File: config.mk
export PLATFORM = sky130hd
export DESIGN_NAME = hall_position_tracker
export DESIGN_NICKNAME = d
export VERILOG_FILES = /design/src/rtl/hall_position_tracker.sv
export SDC_FILE = /design/constraint.sdc
export NUM_CORES = 1
export LEC_CHECK = 0
export ABC_AREA = 1
export CAP_MARGIN = 20
export CORE_MARGIN = 5
export CORE_UTILIZATION = 45
export CTS_CLUSTER_DIAMETER = 80
export DETAILED_ROUTE_END_ITERATION = 8
export GPL_ROUTABILITY_DRIVEN = 1
export GPL_TIMING_DRIVEN = 0
export PLACE_DENSITY_LB_ADDON = 0.1
export SLEW_MARGIN = 0
export SYNTH_ARGS = -nofsm -noshare
export SYNTH_HDL_FRONTEND = slang
export SYNTH_SLANG_ARGS = --single-unit
File: constraint.sdc
create_clock -name clk -period 3.23 [get_ports clk]
set_input_delay 0.4845 -clock clk [delete_from_list [all_inputs] [get_ports clk]]
set_output_delay 0.4845 -clock clk [all_outputs]
set_load 0.005 [all_outputs]
File: src/rtl/hall_position_tracker.sv
// hall_position_tracker
//   Rotor angular-position tracker. N active-low Hall sensors, equally spaced
//   around the turn, are synchronised and debounced. The measured
//   sensor-to-sensor period is split into 2^SLICE_BITS slices, and each slice
//   boundary produces a one-cycle position_sync pulse for the column readout.
//   A timeout drops lock and flags a stall.
//
//   Optional feature: define HALL_RESYNC_EN to realign slice_cnt to the
//   sensor that fired on every top while locked. Without it, slice_cnt
//   free-runs once locked.
//
// Ports
//   clk            system clock
//   nrst           asynchronous active-low reset
//   hall           raw sensor pins, active-low, asynchronous to clk
//   slice_cnt      current slice index within the turn
//   position_sync  one-cycle pulse at each slice boundary
//   locked         high while the FSM is in LOCKED
//   stalled        sticky timeout flag, cleared by the next accepted top
//   period         cycles between the last two accepted tops
//
// FSM states
//   state      | meaning
//   ST_IDLE    | no valid period; waiting for the first top
//   ST_MEASURE | one top seen; measuring the first full interval
//   ST_LOCKED  | slice generator running from the measured period
module hall_position_tracker #(
  parameter int N_SENSORS = 2,
  parameter int SLICE_BITS = 7,
  parameter int CNT_W = 32,
  parameter int DEBOUNCE = 4,
  parameter int unsigned TIMEOUT = 32'd67108864,
  localparam int SLICE_W = SLICE_BITS + $clog2(N_SENSORS)
) (
  input  logic                 clk,
  input  logic                 nrst,
  input  logic [N_SENSORS-1:0] hall,
  output logic [SLICE_W-1:0]   slice_cnt,
  output logic                 position_sync,
  output logic                 locked,
  output logic                 stalled,
  output logic [CNT_W-1:0]     period
);

  localparam int IDX_W = (N_SENSORS > 1) ? $clog2(N_SENSORS) : 1;
  localparam int DB_W = $clog2(DEBOUNCE + 1);
  localparam logic [DB_W-1:0] DB_MAX = DB_W'(DEBOUNCE);
  localparam logic [CNT_W-1:0] TO_LAST = CNT_W'(TIMEOUT - 1);

  typedef enum logic [1:0] {ST_IDLE, ST_MEASURE, ST_LOCKED} state_t;

  logic [N_SENSORS-1:0] sync1_q, sync1_d, sync2_q, sync2_d;
  logic [DB_W-1:0]      low_cnt_q [N_SENSORS];
  logic [DB_W-1:0]      low_cnt_d [N_SENSORS];
  logic [DB_W-1:0]      high_cnt_q [N_SENSORS];
  logic [DB_W-1:0]      high_cnt_d [N_SENSORS];
  logic                 armed_q, armed_d;
  logic                 top_q, top_d;
  logic [IDX_W-1:0]     top_idx_q, top_idx_d;
  logic [CNT_W-1:0]     counter_q, counter_d;
  logic [CNT_W-1:0]     period_q, period_d;
  logic [CNT_W-1:0]     slice_period_q, slice_period_d;
  logic [CNT_W-1:0]     slice_ctr_q, slice_ctr_d;
  logic [SLICE_W-1:0]   slice_cnt_q, slice_cnt_d;
  logic                 sync_out_q, sync_out_d;
  logic                 locked_q, locked_d;
  logic                 stalled_q, stalled_d;
  state_t               state_q, state_d;

  logic                 any_asserted, all_high;
  logic [IDX_W-1:0]     first_idx;
  logic [CNT_W-1:0]     period_div;
  logic                 timeout, slice_wrap;
  logic [SLICE_W-1:0]   reload_val;

  always_comb begin
    sync1_d = hall;
    sync2_d = sync1_q;
    any_asserted = 1'b0;
    all_high = 1'b1;
    first_idx = '0;
    // Walk downwards so the lowest asserted index is the one left in first_idx.
    for (int i = N_SENSORS - 1; i >= 0; i--) begin
      if (sync2_q[i]) begin
        low_cnt_d[i] = '0;
        high_cnt_d[i] = (high_cnt_q[i] == DB_MAX) ? DB_MAX : high_cnt_q[i] + DB_W'(1);
      end else begin
        high_cnt_d[i] = '0;
        low_cnt_d[i] = (low_cnt_q[i] == DB_MAX) ? DB_MAX : low_cnt_q[i] + DB_W'(1);
      end
      if (low_cnt_q[i] == DB_MAX) begin
        any_asserted = 1'b1;
        first_idx = IDX_W'(i);
      end
      if (high_cnt_q[i] != DB_MAX) all_high = 1'b0;
    end

    // A top needs every sensor to have been released first, so a long
    // magnet dwell or overlapping sensors cannot fire twice.
    top_d = armed_q && any_asserted;
    armed_d = top_d ? 1'b0 : (all_high ? 1'b1 : armed_q);
    top_idx_d = top_d ? first_idx : top_idx_q;

    period_div = counter_q >> SLICE_BITS;
    counter_d = top_q ? CNT_W'(1) : counter_q + CNT_W'(1);
    period_d = top_q ? counter_q : period_q;
    slice_period_d = slice_period_q;
    if (top_q) slice_period_d = (period_div == '0) ? CNT_W'(1) : period_div;

    timeout = (counter_q == TO_LAST) && !top_q;
    // >= rather than == so a shortened slice_period wraps at once.
    slice_wrap = slice_ctr_q >= (slice_period_q - CNT_W'(1));
    reload_val = SLICE_W'(top_idx_q) << SLICE_BITS;

    state_d = state_q;
    slice_ctr_d = slice_ctr_q;
    slice_cnt_d = slice_cnt_q;
    sync_out_d = 1'b0;
    stalled_d = top_q ? 1'b0 : stalled_q;

    if (timeout) begin
      state_d = ST_IDLE;
      stalled_d = 1'b1;
    end else begin
      case (state_q)
        ST_IDLE: begin
          if (top_q) state_d = ST_MEASURE;
        end
        ST_MEASURE: begin
          if (top_q) begin
            state_d = ST_LOCKED;
            slice_cnt_d = reload_val;
            slice_ctr_d = '0;
            sync_out_d = 1'b1;
          end
        end
        ST_LOCKED: begin
`ifdef HALL_RESYNC_EN
          // Realignment wins over a coincident wrap: one pulse, new phase.
          if (top_q) begin
            slice_cnt_d = reload_val;
            slice_ctr_d = '0;
            sync_out_d = 1'b1;
          end else if (slice_wrap) begin
            slice_ctr_d = '0;
            slice_cnt_d = slice_cnt_q + SLICE_W'(1);
            sync_out_d = 1'b1;
          end else begin
            slice_ctr_d = slice_ctr_q + CNT_W'(1);
          end
`else
          if (slice_wrap) begin
            slice_ctr_d = '0;
            slice_cnt_d = slice_cnt_q + SLICE_W'(1);
            sync_out_d = 1'b1;
          end else begin
            slice_ctr_d = slice_ctr_q + CNT_W'(1);
          end
`endif
        end
        default: state_d = ST_IDLE;
      endcase
    end
    locked_d = (state_d == ST_LOCKED);
  end

  always_ff @(posedge clk or negedge nrst) begin
    if (!nrst) begin
      sync1_q <= '1;
      sync2_q <= '1;
      for (int i = 0; i < N_SENSORS; i++) begin
        low_cnt_q[i] <= '0;
        high_cnt_q[i] <= '0;
      end
      armed_q <= 1'b0;
      top_q <= 1'b0;
      top_idx_q <= '0;
      counter_q <= '0;
      period_q <= '0;
      slice_period_q <= '1;
      slice_ctr_q <= '0;
      slice_cnt_q <= '0;
      sync_out_q <= 1'b0;
      locked_q <= 1'b0;
      stalled_q <= 1'b0;
      state_q <= ST_IDLE;
    end else begin
      sync1_q <= sync1_d;
      sync2_q <= sync2_d;
      for (int i = 0; i < N_SENSORS; i++) begin
        low_cnt_q[i] <= low_cnt_d[i];
        high_cnt_q[i] <= high_cnt_d[i];
      end
      armed_q <= armed_d;
      top_q <= top_d;
      top_idx_q <= top_idx_d;
      counter_q <= counter_d;
      period_q <= period_d;
      slice_period_q <= slice_period_d;
      slice_ctr_q <= slice_ctr_d;
      slice_cnt_q <= slice_cnt_d;
      sync_out_q <= sync_out_d;
      locked_q <= locked_d;
      stalled_q <= stalled_d;
      state_q <= state_d;
    end
  end

  assign slice_cnt = slice_cnt_q;
  assign position_sync = sync_out_q;
  assign locked = locked_q;
  assign stalled = stalled_q;
  assign period = period_q;

endmodule

---- Word level (Yosys, flattened, before mapping) ----
Index checks and enable logic that the tools add are counted.
cells by class
  eq/ne operators ......................... 12
  reduce and logical (&&, ||, !) cells .... 10
  magnitude comparators ................... 1
  bitwise gates (word level) .............. 1
  mux-type cells .......................... 33
  add/sub/neg operators ................... 8
operators by type and width
  cell                     count
  $mux W32                 3
  $add A32 B1 Y32 const B  2
  $pmux W32 S2             1
  $eq A32 B26 Y1 const B   1
  $ge A32 B32 Y1           1
  $logic_not A32 Y1        1
  $sub A32 B1 Y32 const B  1
  $mux W25                 1
  $mux W3                  8
  $mux W8                  2
  $pmux W8 S2              1
  $add A3 B1 Y3 const B    4
  $eq A3 B3 Y1 const B     4
  $mux W1                  12
  $add A8 B1 Y8 const B    1
  $mux W2                  3
  $ne A3 B3 Y1 const B     2
  $pmux W2 S3              1
  $reduce_bool A2 Y1       3
  $eq A2 B2 Y1 const B     2
  $ne A2 B2 Y1 const B     2
  $reduce_and A4 Y1        1
  $reduce_and A3 Y1        1
  $eq A2 B1 Y1 const B     1
  5 further kinds          6
storage, ports and cells
  output and inout bits ................... 43
  bits of input ports ..................... 4
  register bits ........................... 160
  word-level logic and storage cells ...... 83

---- Longest topological paths before layout ----
Gate-level depths: netlist (run 1).
  word-level depth ........................ 5
  mapped depth ............................ 25
  mapped depth without buffers ............ 24

---- Least setup slack after synthesis (run 1) ----
OpenSTA, ideal clock, no wires.
  kind .................................... reg2reg
  start ................................... reg slice_period_q[0]
  end ..................................... reg slice_ctr_q[10]
  required time ........................... 3110 ps
  slack ................................... 245 ps
  buffers on the path ..................... 1
  stages on the path, launching flop included .. 23
  arrival ................................. 2865 ps
  setup time .............................. 120 ps
  cell sequence ........................... dfstp_2 -> inv_1 -> ha_1 -> nand2_1 -> nor2_1 -> nand2_1 -> inv_1 -> nand3_1 -> o21ai_0 -> inv_1 -> ha_1 -> nand2_1 -> nor2_1 -> nand2_1 -> nor2_1 -> nor2_1 -> nand2_1 -> nand2_1 -> nand3_2 -> nand2_4 -> inv_2 -> buf_2 -> nor2_1
on the way
  cells in the longest elaborated chain, start to end .. 4
RTL lines
  item                      line  source
  start: declaration        62    logic [CNT_W-1:0] slice_period_q, slice_period_d;
  start signal: assignment  199   slice_period_q <= slice_period_d;
  $sub A32 B1 Y32           112   slice_wrap = slice_ctr_q >= (slice_period_q - CNT_W'(1));
  $ge A32 B32 Y1            112
  $mux W32                  152   if (slice_wrap) begin
  $pmux W32 S2              125   case (state_q)
  end signal: assignment    200   slice_ctr_q <= slice_ctr_d;
  end: declaration          63    logic [CNT_W-1:0] slice_ctr_q, slice_ctr_d;
Every way passes these cells.
A chain may end at the register's enable or synchronous reset.

---- Worst setup path after layout (run 1) ----
  start ................................... reg slice_period_q[2]
  end ..................................... reg slice_ctr_q[23]
Same word-level chain as after synthesis.

==> results of run 1 <==
==> cell families after synthesis <==
logic type / after synthesis / synth area share [%]
fa+ha+maj: 49 / 7.07
flops: 154 / 44.9
compound gates: 96 / 6.09
simple gates: 609 / 29.7
xor+xnor: 53 / 5.35
buf+inv: 154 / 6.94
==> cells in the mapped netlist (3+ instances only) <==
cell type	instances	area share, %
nand2_1	309	13
nor2_1	176	7.6
inv_1	126	5.5
dfrtp_1	124	36
nand3_1	50	2.9
ha_1	49	7.1
o21ai_0	38	2.2
a21oi_1	36	2.1
xor2_1	36	3.6
dfstp_2	30	9.1
nor3_1	26	1.5
nand4_1	21	1.5
xnor2_1	17	1.7
clkbuf_1	13	0.56
nor4_1	8	0.58
a31oi_1	7	0.50
inv_2	6	0.26
o21a_1	5	0.43
buf_2	4	0.23
nand2_2	4	0.29
o21bai_1	4	0.35
a21o_1	3	0.26
nor2_2	3	0.22
==> per-layer routing <==
layer	up-vias	part of all wire (%)
met5	-	0
met4	0	1.7
met3	24	2.9
met2	94	46
met1	3351	49
li1	3690	-
==> worst min path at each step <==
stage	to	slack, ps
floorplan	armed_q	190
global placement	sync2_q[0]	350
detailed placement	sync2_q[0]	350
CTS	sync2_q[0]	360
global route	sync2_q[0]	370
finish	sync2_q[0]	360
==> metrics by stage <==
step	setup slack, ps	TNS [ps]	hold WS [ps]
floorplan	245	0	189
CTS	25.3	0	358
finish	182	0	357
detailed placement	-660	-18130	347
global route	-44.2	-701	367
global placement	-4840	-699120	346
==> registers in the layout, summed over array words and instances, names as in the netlist <==
register        cells
state_q             2
armed_q             1
counter_q          32
stalled             1
top_idx_q           1
low_cnt_q           6
slice_ctr_q        32
sync1_q             2
period             32
locked              1
sync2_q             2
slice_period_q     26
slice_cnt           8
top_q               1
high_cnt_q          6
position_sync       1
==> area by class of cell <==
type	count	area [sq um]
plain buffers	21	115
clock buffers	18	429
clock inverters	14	205
fillers	1771	8540
inverters	133	504
multi-input cells	807	4270
flip-flops and latches	154	3890
well taps	260	325
repair buffers	54	548
==> timing repair <==
action                                 4_1_cts  5_1_grt
buffers inserted                             3        3
hold buffers                                 1        0
pin swaps                                    2       10
setup endpoints to repair                   39       40
gates resized for setup                     12       22
endpoints found under the hold margin       44        0
==> power by group through the flow <==
stage               registers (mW)  clock network [mW]  logic [mW]
floorplan                     2.26                   0       0.884
global placement              2.29                   0        1.27
detailed placement            2.29                   0        1.30
CTS                           2.26                2.21        1.35
global route                  2.29                2.30        1.58
finish                        2.26                2.16        1.37
==> flow_summary.toml, run 1 <==
[outcome]
status = "finished clean"

[critical_path]
worstPathRequired_ps = 3540
critPathLaunch = "slice_period_q[2]"
cp_num_buf_inv = 3
regToRegSetupSlack_ps = 180
critPathKind = "register to register"
cpMaxStageDelayCell = "dfstp_2"
cp_cell_sequence = "nor2_4 > nand2_1 > nor2_2 > nand2_2 > inv_2 > nand2_2 > nor4_4 > nor2_1 > ha_1 > nand2_1 > nor2_2 > nand4_1 > nor2_1 > nand2_2 > nand3_4 > nand2_8 > inv_6 > buf_6 > nor2_1"
arrival_ps = 3360
critPathLaunchType = "register"
reg2reg_to = "slice_ctr_q[23]"
rr_startpoint = "slice_period_q[2]"
endpoint_kind = "register"
cp_max_fo = 10
path_delay_family = "simple AND/OR/NAND/NOR gates"
worstSetupPathDepth = 19
cp-endpoint = "slice_ctr_q[23]"
max_stage_delay_ps = 400
rr_worst_depth = 19

[floorplanning]
fp.coreArea_sq_um = 18800
rows = 50
start_util_pct = 46.1
die_w_um = 149
die_h_um = 149
dieArea_sq_um = 22200
pin_count = 47

[layout]
antennaDiodeCount = 0
layout_commonest_cell = "nand2_1"
stdcell_area_sq_um = 10300
final_nets = 1241
layout.cells.non_filler = 1461
final_layout_size_suffix_gt1_share_pct = 10.1
final_util_pct = 54.6
final_cell_mix = "nand2_1 (305), nor2_1 (167), dfrtp_1 (124)"
area_delta_synth_final_pct = 18.6

[grt]
antenna_found_initial = 0
first_global_vias = 6979
use_met3_pct = 4.07
grt_use_met2_pct = 32.2
grt_pass1_wl_um = 35100
overflow = 0
grt_max_degree = 109
top_usage_layer = "met2"
track_usage_pct = 19.7
use_met1_pct = 27.1

[timing]
fin_crit_ps = 3050
drv_slew = 0
post-route-period-util_pct = 94.4
hold_violations = 0
tightest_slew_ps = 704
fmax_ghz = 0.328
slew_headroom_pct = 53.1
finalClockSkew_ps = 13.4
rsz0062_at_grt = "true"
finalSetupViolations = 0

[placement]
gp_congestion = 0.857
placed_area_sq_um = 9490
dp_hpwl_um = 15400
dp.cells = 1422
port_buffers = 46

[clock_network]
cts_made_buffers = 17
cts_root_buffer = "clkbuf_16"
tritoncts = "yes"
path_clk_slew_ps = 70
numClockSinks = 154
htreeDepth = 4
clock_path_buffers = 2
clk_latency_ps = 430

[logic_synthesis]
yosysWarnings = 0
netlist_area_sq_um = 8670
synth_fp_nets = 1168
async_flop_share_pct = 100
synth_ff_type = "dfrtp_1"
ys_seq_area_share_pct = 44.9
synth_edf_count = 0
synth_cells = 1115
ys_ff_latch = 154
synth_cell_types = 38
syn_area_per_cell_sq_um = 7.78

[routing]
routed_wirelength_um = 20700
drt_iter0_drc = 388
drtAntennaViolNets = 0
routed_via_density = 4.90
vias = 7159
wl_per_cell_um = 14.2
drcViolationCount = 0
drt_first_pass_iters = 4

[power_and_ir_drop]
seqPwrFrac_pct = 38.9
p_switching_mw = 1.88
switching_share_pct = 32.5
comb_power_share_pct = 23.7
leakagePower_nw = 5.15
total_power_mw = 5.79
peakVddDrop_v = 0.000333
clkPwrFrac_pct = 37.4
internal_power_mw = 3.91
powerDensity_nw_per_um2 = 563

[worst_hold_path]
min_from = "sync1_q[0]"
min_path_type = "register to register"
worstHoldPathCells = 0

[job]
max-cap-violations = 0
No activity file was read; power rests on OpenSTA's default activity.
==> run 2, diff against run 1 <==
Settings changed: CAP_MARGIN 20 to 10, CORE_MARGIN 5 to not set, CORE_UTILIZATION 45 to 44.
==> run 2 against run 1 <==
  * The run now ends with negative hold slack left
  * Cell count grew 0.14%
  * Core utilization shrank 0.53 points
  * First-iteration DRC count shrank 0.52%
  * Sequential share of layout area is essentially flat
  * Critical path depth grew 1
  * Critical endpoint is now slice_ctr_q[20]
==> flow_summary.toml, run 2 (same netlist as run 1, synthesis figures left out) <==
[outcome]
status = "complete, but fails checks"
violations = "negative hold slack"

[clock_network]
numClockSinks = 154
cts_root_buffer = "clkbuf_16"
clk_latency_ps = 440
hold_buffers = 0
path_clk_slew_ps = 70
htreeDepth = 4
cts_made_buffers = 17
tritoncts = "yes"
clock_path_buffers = 2

[power_and_ir_drop]
switching_share_pct = 34.2
leakagePower_nw = 5.14
p_switching_mw = 1.93
total_power_mw = 5.63
powerDensity_nw_per_um2 = 547
clkPwrFrac_pct = 35.1
comb_power_share_pct = 24.7
seqPwrFrac_pct = 40.1
internal_power_mw = 3.70
peakVddDrop_v = 0.000335

[timing]
fin_crit_ps = 3070
slew_headroom_pct = 50.9
drv_slew = 0
tightest_slew_ps = 737
post-route-period-util_pct = 95.0
setup_ws_ps = 163
finalClockSkew_ps = 10.2
whs_ps = -18.4
finalSetupViolations = 0
rsz0062_at_grt = "true"
fmax_ghz = 0.326
hold_violations = 17

[job]
max-cap-violations = 0

[placement]
dp_hpwl_um = 15200
port_buffers = 46
gp_congestion = 0.897
dp_slack_ps = -679

[floorplanning]
die_w_um = 142
rows = 50
die_h_um = 142
dieArea_sq_um = 20300
start_util_pct = 45.6
fp.coreArea_sq_um = 19000
pin_count = 47

[routing]
wl_per_cell_um = 14.0
drtAntennaViolNets = 0
routed_wirelength_um = 20500
drt_iter0_drc = 386
vias = 7201
routed_via_density = 4.92
drt_first_pass_iters = 5
drcViolationCount = 0

[critical_path]
cp_max_fo = 10
max_stage_delay_ps = 390
cp_num_buf_inv = 4
endpoint_kind = "register"
arrival_ps = 3430
worstPathRequired_ps = 3600
cpMaxStageDelayCell = "dfstp_2"
crit_top_cell = "nor2_2"
critPathLaunchType = "register"
critPathKind = "register to register"
cp_cell_sequence = "nor2_2 > nand2_1 > nor2_2 > nand2_2 > inv_4 > nand2_4 > nor4_4 > buf_4 > xor2_1 > ha_1 > a21oi_1 > o21ai_0 > nand2_1 > nand2_2 > nor2_4 > nand3_4 > nand2_8 > inv_8 > buf_8 > nor2_2"
path_delay_family = "simple AND/OR/NAND/NOR gates"

[layout]
final_cell_mix = "nand2_1 (304), nor2_1 (159), dfrtp_1 (124)"
antennaDiodeCount = 0
final_nets = 1243
layout_commonest_cell = "nand2_1"
area_delta_synth_final_pct = 18.7
final_layout_size_suffix_gt1_share_pct = 11.4
num-fill-cells = 1814
final_util_pct = 54.1

[grt]
grt_max_degree = 94
first_global_vias = 6967
track_usage_pct = 21.8
grt_pass1_wl_um = 34200
antenna_found_initial = 0
overflow = 0

[worst_hold_path]
min_path_type = "input port to async pin"
-- run 2: power by group through the flow --
stage               registers [mW]  clock network [mW]  logic [mW]
global route                  2.28                2.10        1.59
floorplan                     2.26                   0       0.884
global placement              2.29                   0        1.26
finish                        2.26                1.98        1.39
detailed placement            2.29                   0        1.29
CTS                           2.26                2.03        1.33
-- run 2: repair_timing --
action	in CTS	in global routing
resized for setup	12	37
endpoints found under the setup margin	39	41
pin swaps	2	11
setup buffers	3	6
-- run 2: metrics by stage --
step / instances / TNS (ps) / instance area (sq um)
after floorplan: 1115 / 0 / 8670
after global placement: 1421 / -700730 / 9460
after detailed placement: 1422 / -18550 / 9490
after CTS: 1457 / 0 / 10100
after global routing: 1463 / -313 / 10300
final: 1463 / 0 / 10300
-- run 2: path summary, 6_finish.rpt --
path	startpoint	to	slack, ps	cells past startpoint
setup / recovery	slice_period_q[2]	slice_ctr_q[20]	160	20
hold / removal	nrst	slice_ctr_q[4]	-20	1
setup reg to reg	slice_period_q[2]	slice_ctr_q[20]	160	20
hold reg to reg	sync1_q[0]	sync2_q[0]	360	0
max in group asynchronous	nrst	slice_period_q[21]	2410	2
min in group clk	sync1_q[0]	sync2_q[0]	360	0
-- run 2: area by class of cell --
| cell class | count | area, sq um | area share (%) |
|---|---|---|---|
| repair buffers | 56 | 561 | 5.45 |
| multi-input cells | 807 | 4310 | 41.9 |
| plain buffers | 21 | 119 | 1.16 |
| clock inverters | 15 | 151 | 1.47 |
| clock buffers | 17 | 425 | 4.13 |
| flip-flops and latches | 154 | 3890 | 37.8 |
| inverters | 133 | 509 | 4.95 |
| well taps | 260 | 325 | 3.16 |
-- run 2: metal layers --
layer	vias up	wire length, um	GRT usage, %
li1	3698	-	-
met1	3344	9830	28.6
met2	115	9580	35.7
met3	44	638	4.31
met4	0	503	8.09
met5	-	0	0
==> run 3, diff against run 2 <==
Settings changed: CORE_UTILIZATION 44 to 25.
==> run 3 against run 2 <==
  * Die area increased by 75%
  * Cell count grew 13%
  * The run now ends clean
  * Sequential power is essentially flat
  * Clock skew up 5.0 ps
  * Via count decreased by 1.4%
  * Critical path depth did not move
  * Register-to-register slack gained 50 ps
  * Fmax is 1.6% higher
  * Routed wire length is 17% higher
  * Sequential share of layout area decreased by 1.2 points
  * Core utilization fell by 23 points
==> flow_summary.toml, run 3 (same netlist as run 1, synthesis figures left out) <==
[outcome]
status = "finished clean"

[layout]
area_delta_synth_final_pct = 22.5
final_util_pct = 31.4
layout_commonest_cell = "nand2_1"
final_layout_size_suffix_gt1_share_pct = 11.0
final_nets = 1245
regArea_sq_um = 3890
final_cell_mix = "nand2_1 (304), nor2_1 (165), dfrtp_1 (124)"
multi_input_area_sq_um = 4310
antennaDiodeCount = 0
num-fill-cells = 3714

[grt]
grt_max_degree = 113
first_global_vias = 7040
antenna_found_initial = 0
track_usage_pct = 14.3
grt_pass1_wl_um = 39300
overflow = 0

[floorplanning]
pin_count = 47
dieArea_sq_um = 35400
rows = 67
start_util_pct = 25.6
die_h_um = 188
die_w_um = 188
fp.coreArea_sq_um = 33900

[clock_network]
path_clk_slew_ps = 80
clock_path_buffers = 2
numClockSinks = 154
cts_made_buffers = 17
clk_latency_ps = 440
tritoncts = "yes"
cts_root_buffer = "clkbuf_16"
htreeDepth = 4

[power_and_ir_drop]
leakagePower_nw = 5.20
internal_power_mw = 3.89
powerDensity_nw_per_um2 = 554
total_power_mw = 5.89
peakVddDrop_v = 0.000364
seqPwrFrac_pct = 38.4
switching_share_pct = 33.9
clkPwrFrac_pct = 36.7
comb_power_share_pct = 24.9
p_switching_mw = 2.00

[critical_path]
cp_max_fo = 11
arrival_ps = 3390
endpoint_kind = "register"
path_delay_family = "simple AND/OR/NAND/NOR gates"
crit_top_cell = "nand2_2"
cpMaxStageDelayCell = "dfstp_2"
worstPathRequired_ps = 3600
critPathLaunchType = "register"
cp_num_buf_inv = 4
cp_cell_sequence = "nor2_2 > nand2_2 > nor2_4 > nand2_2 > inv_4 > nand2_2 > nor4_4 > buf_4 > xor2_2 > ha_1 > a21oi_2 > o21ai_0 > nand2_1 > nand2_1 > nor2_4 > nand3_4 > nand2_8 > clkinv_8 > buf_12 > nor2_1"
max_stage_delay_ps = 400
critPathKind = "register to register"

[timing]
drv_slew = 0
finalSetupViolations = 0
slew_headroom_pct = 52.9
finalClockSkew_ps = 15.2
fmax_ghz = 0.331
setup_tns_ps = 0
hold_violations = 0
whs_ps = 356
post-route-period-util_pct = 93.5
tightest_slew_ps = 706
fin_crit_ps = 3020

[routing]
drt-met1-wl_um = 12100
drt_iter0_drc = 370
wl_met3_um = 457
wl_per_cell_um = 14.5
drt_first_pass_iters = 4
vias = 7101
route.met2.wl_um = 11100
routed_via_density = 4.30
dr.max_layer_used = "met4"
routed_wirelength_um = 24000
drtAntennaViolNets = 0
drcViolationCount = 0

[placement]
dp_hpwl_um = 17900
gp_congestion = 0.816
port_buffers = 46

[worst_hold_path]
min_path_type = "register to register"

[job]
max-cap-violations = 0
-- run 3: changes by cell type in the layout (fill, tap and decap cells not counted), sizes merged --
cell / before / now
inv: 142 / 138
bufinv: 0 / 1
clkinvlp: 3 / 1
dlygate4sd3: 0 / 1
clkbuf: 30 / 33
clkinv: 3 / 6
-- run 3: metal layers --
layer | vias to the layer above | global-route usage (%)
met2 | 70 | 23.1
met5 | - | 0
met4 | 0 | 4.32
met1 | 3312 | 19.6
li1 | 3697 | -
met3 | 22 | 2.37
-- run 3: stage by stage --
step	worst slack [ps]	std cells	area, sq um
finish	211	1653	10600
detailed placement	-822	1610	9730
global placement	-5470	1609	9690
global route	-7.39	1653	10600
CTS	26.7	1647	10500
floorplan	245	1115	8670
-- run 3: final timing paths --
kind                            depth (start not counted)              start  slack (ps)              to
worst min-delay path                                    0         sync1_q[0]         360      sync2_q[0]
max in group asynchronous                               3               nrst        1770      period[27]
worst min register to register                          0         sync1_q[0]         360      sync2_q[0]
worst max-delay path                                   20  slice_period_q[2]         210  slice_ctr_q[8]
min in group asynchronous                               2               nrst         540  slice_ctr_q[2]
worst max register to register                         20  slice_period_q[2]         210  slice_ctr_q[8]
-- run 3: power groups by stage --
stage / registers [mW] / clock network, mW / logic [mW]
final: 2.26 / 2.16 / 1.47
after CTS: 2.27 / 2.23 / 1.41
after global placement: 2.30 / 0 / 1.32
after floorplan: 2.26 / 0 / 0.884
after global routing: 2.29 / 2.30 / 1.68
after detailed placement: 2.30 / 0 / 1.34
-- run 3: layout make-up --
| type | count | share of cell area, % |
|---|---|---|
| inverter | 133 | 4.84 |
| tap | 448 | 5.27 |
| buffer | 21 | 1.20 |
| clock inverter | 13 | 1.39 |
| multi-input combinational | 807 | 40.6 |
| sequential | 154 | 36.6 |
| clock buffer | 19 | 4.47 |
| timing repair buffer | 58 | 5.60 |
-- run 3: repair_timing --
action	4_1_cts	5_1_grt
setup buffers	4	5
setup endpoints to repair	39	41
hold buffers	1	0
endpoints found under the hold margin	42	0
pin swaps	3	12
cloned	0	1
gates resized for setup	18	31
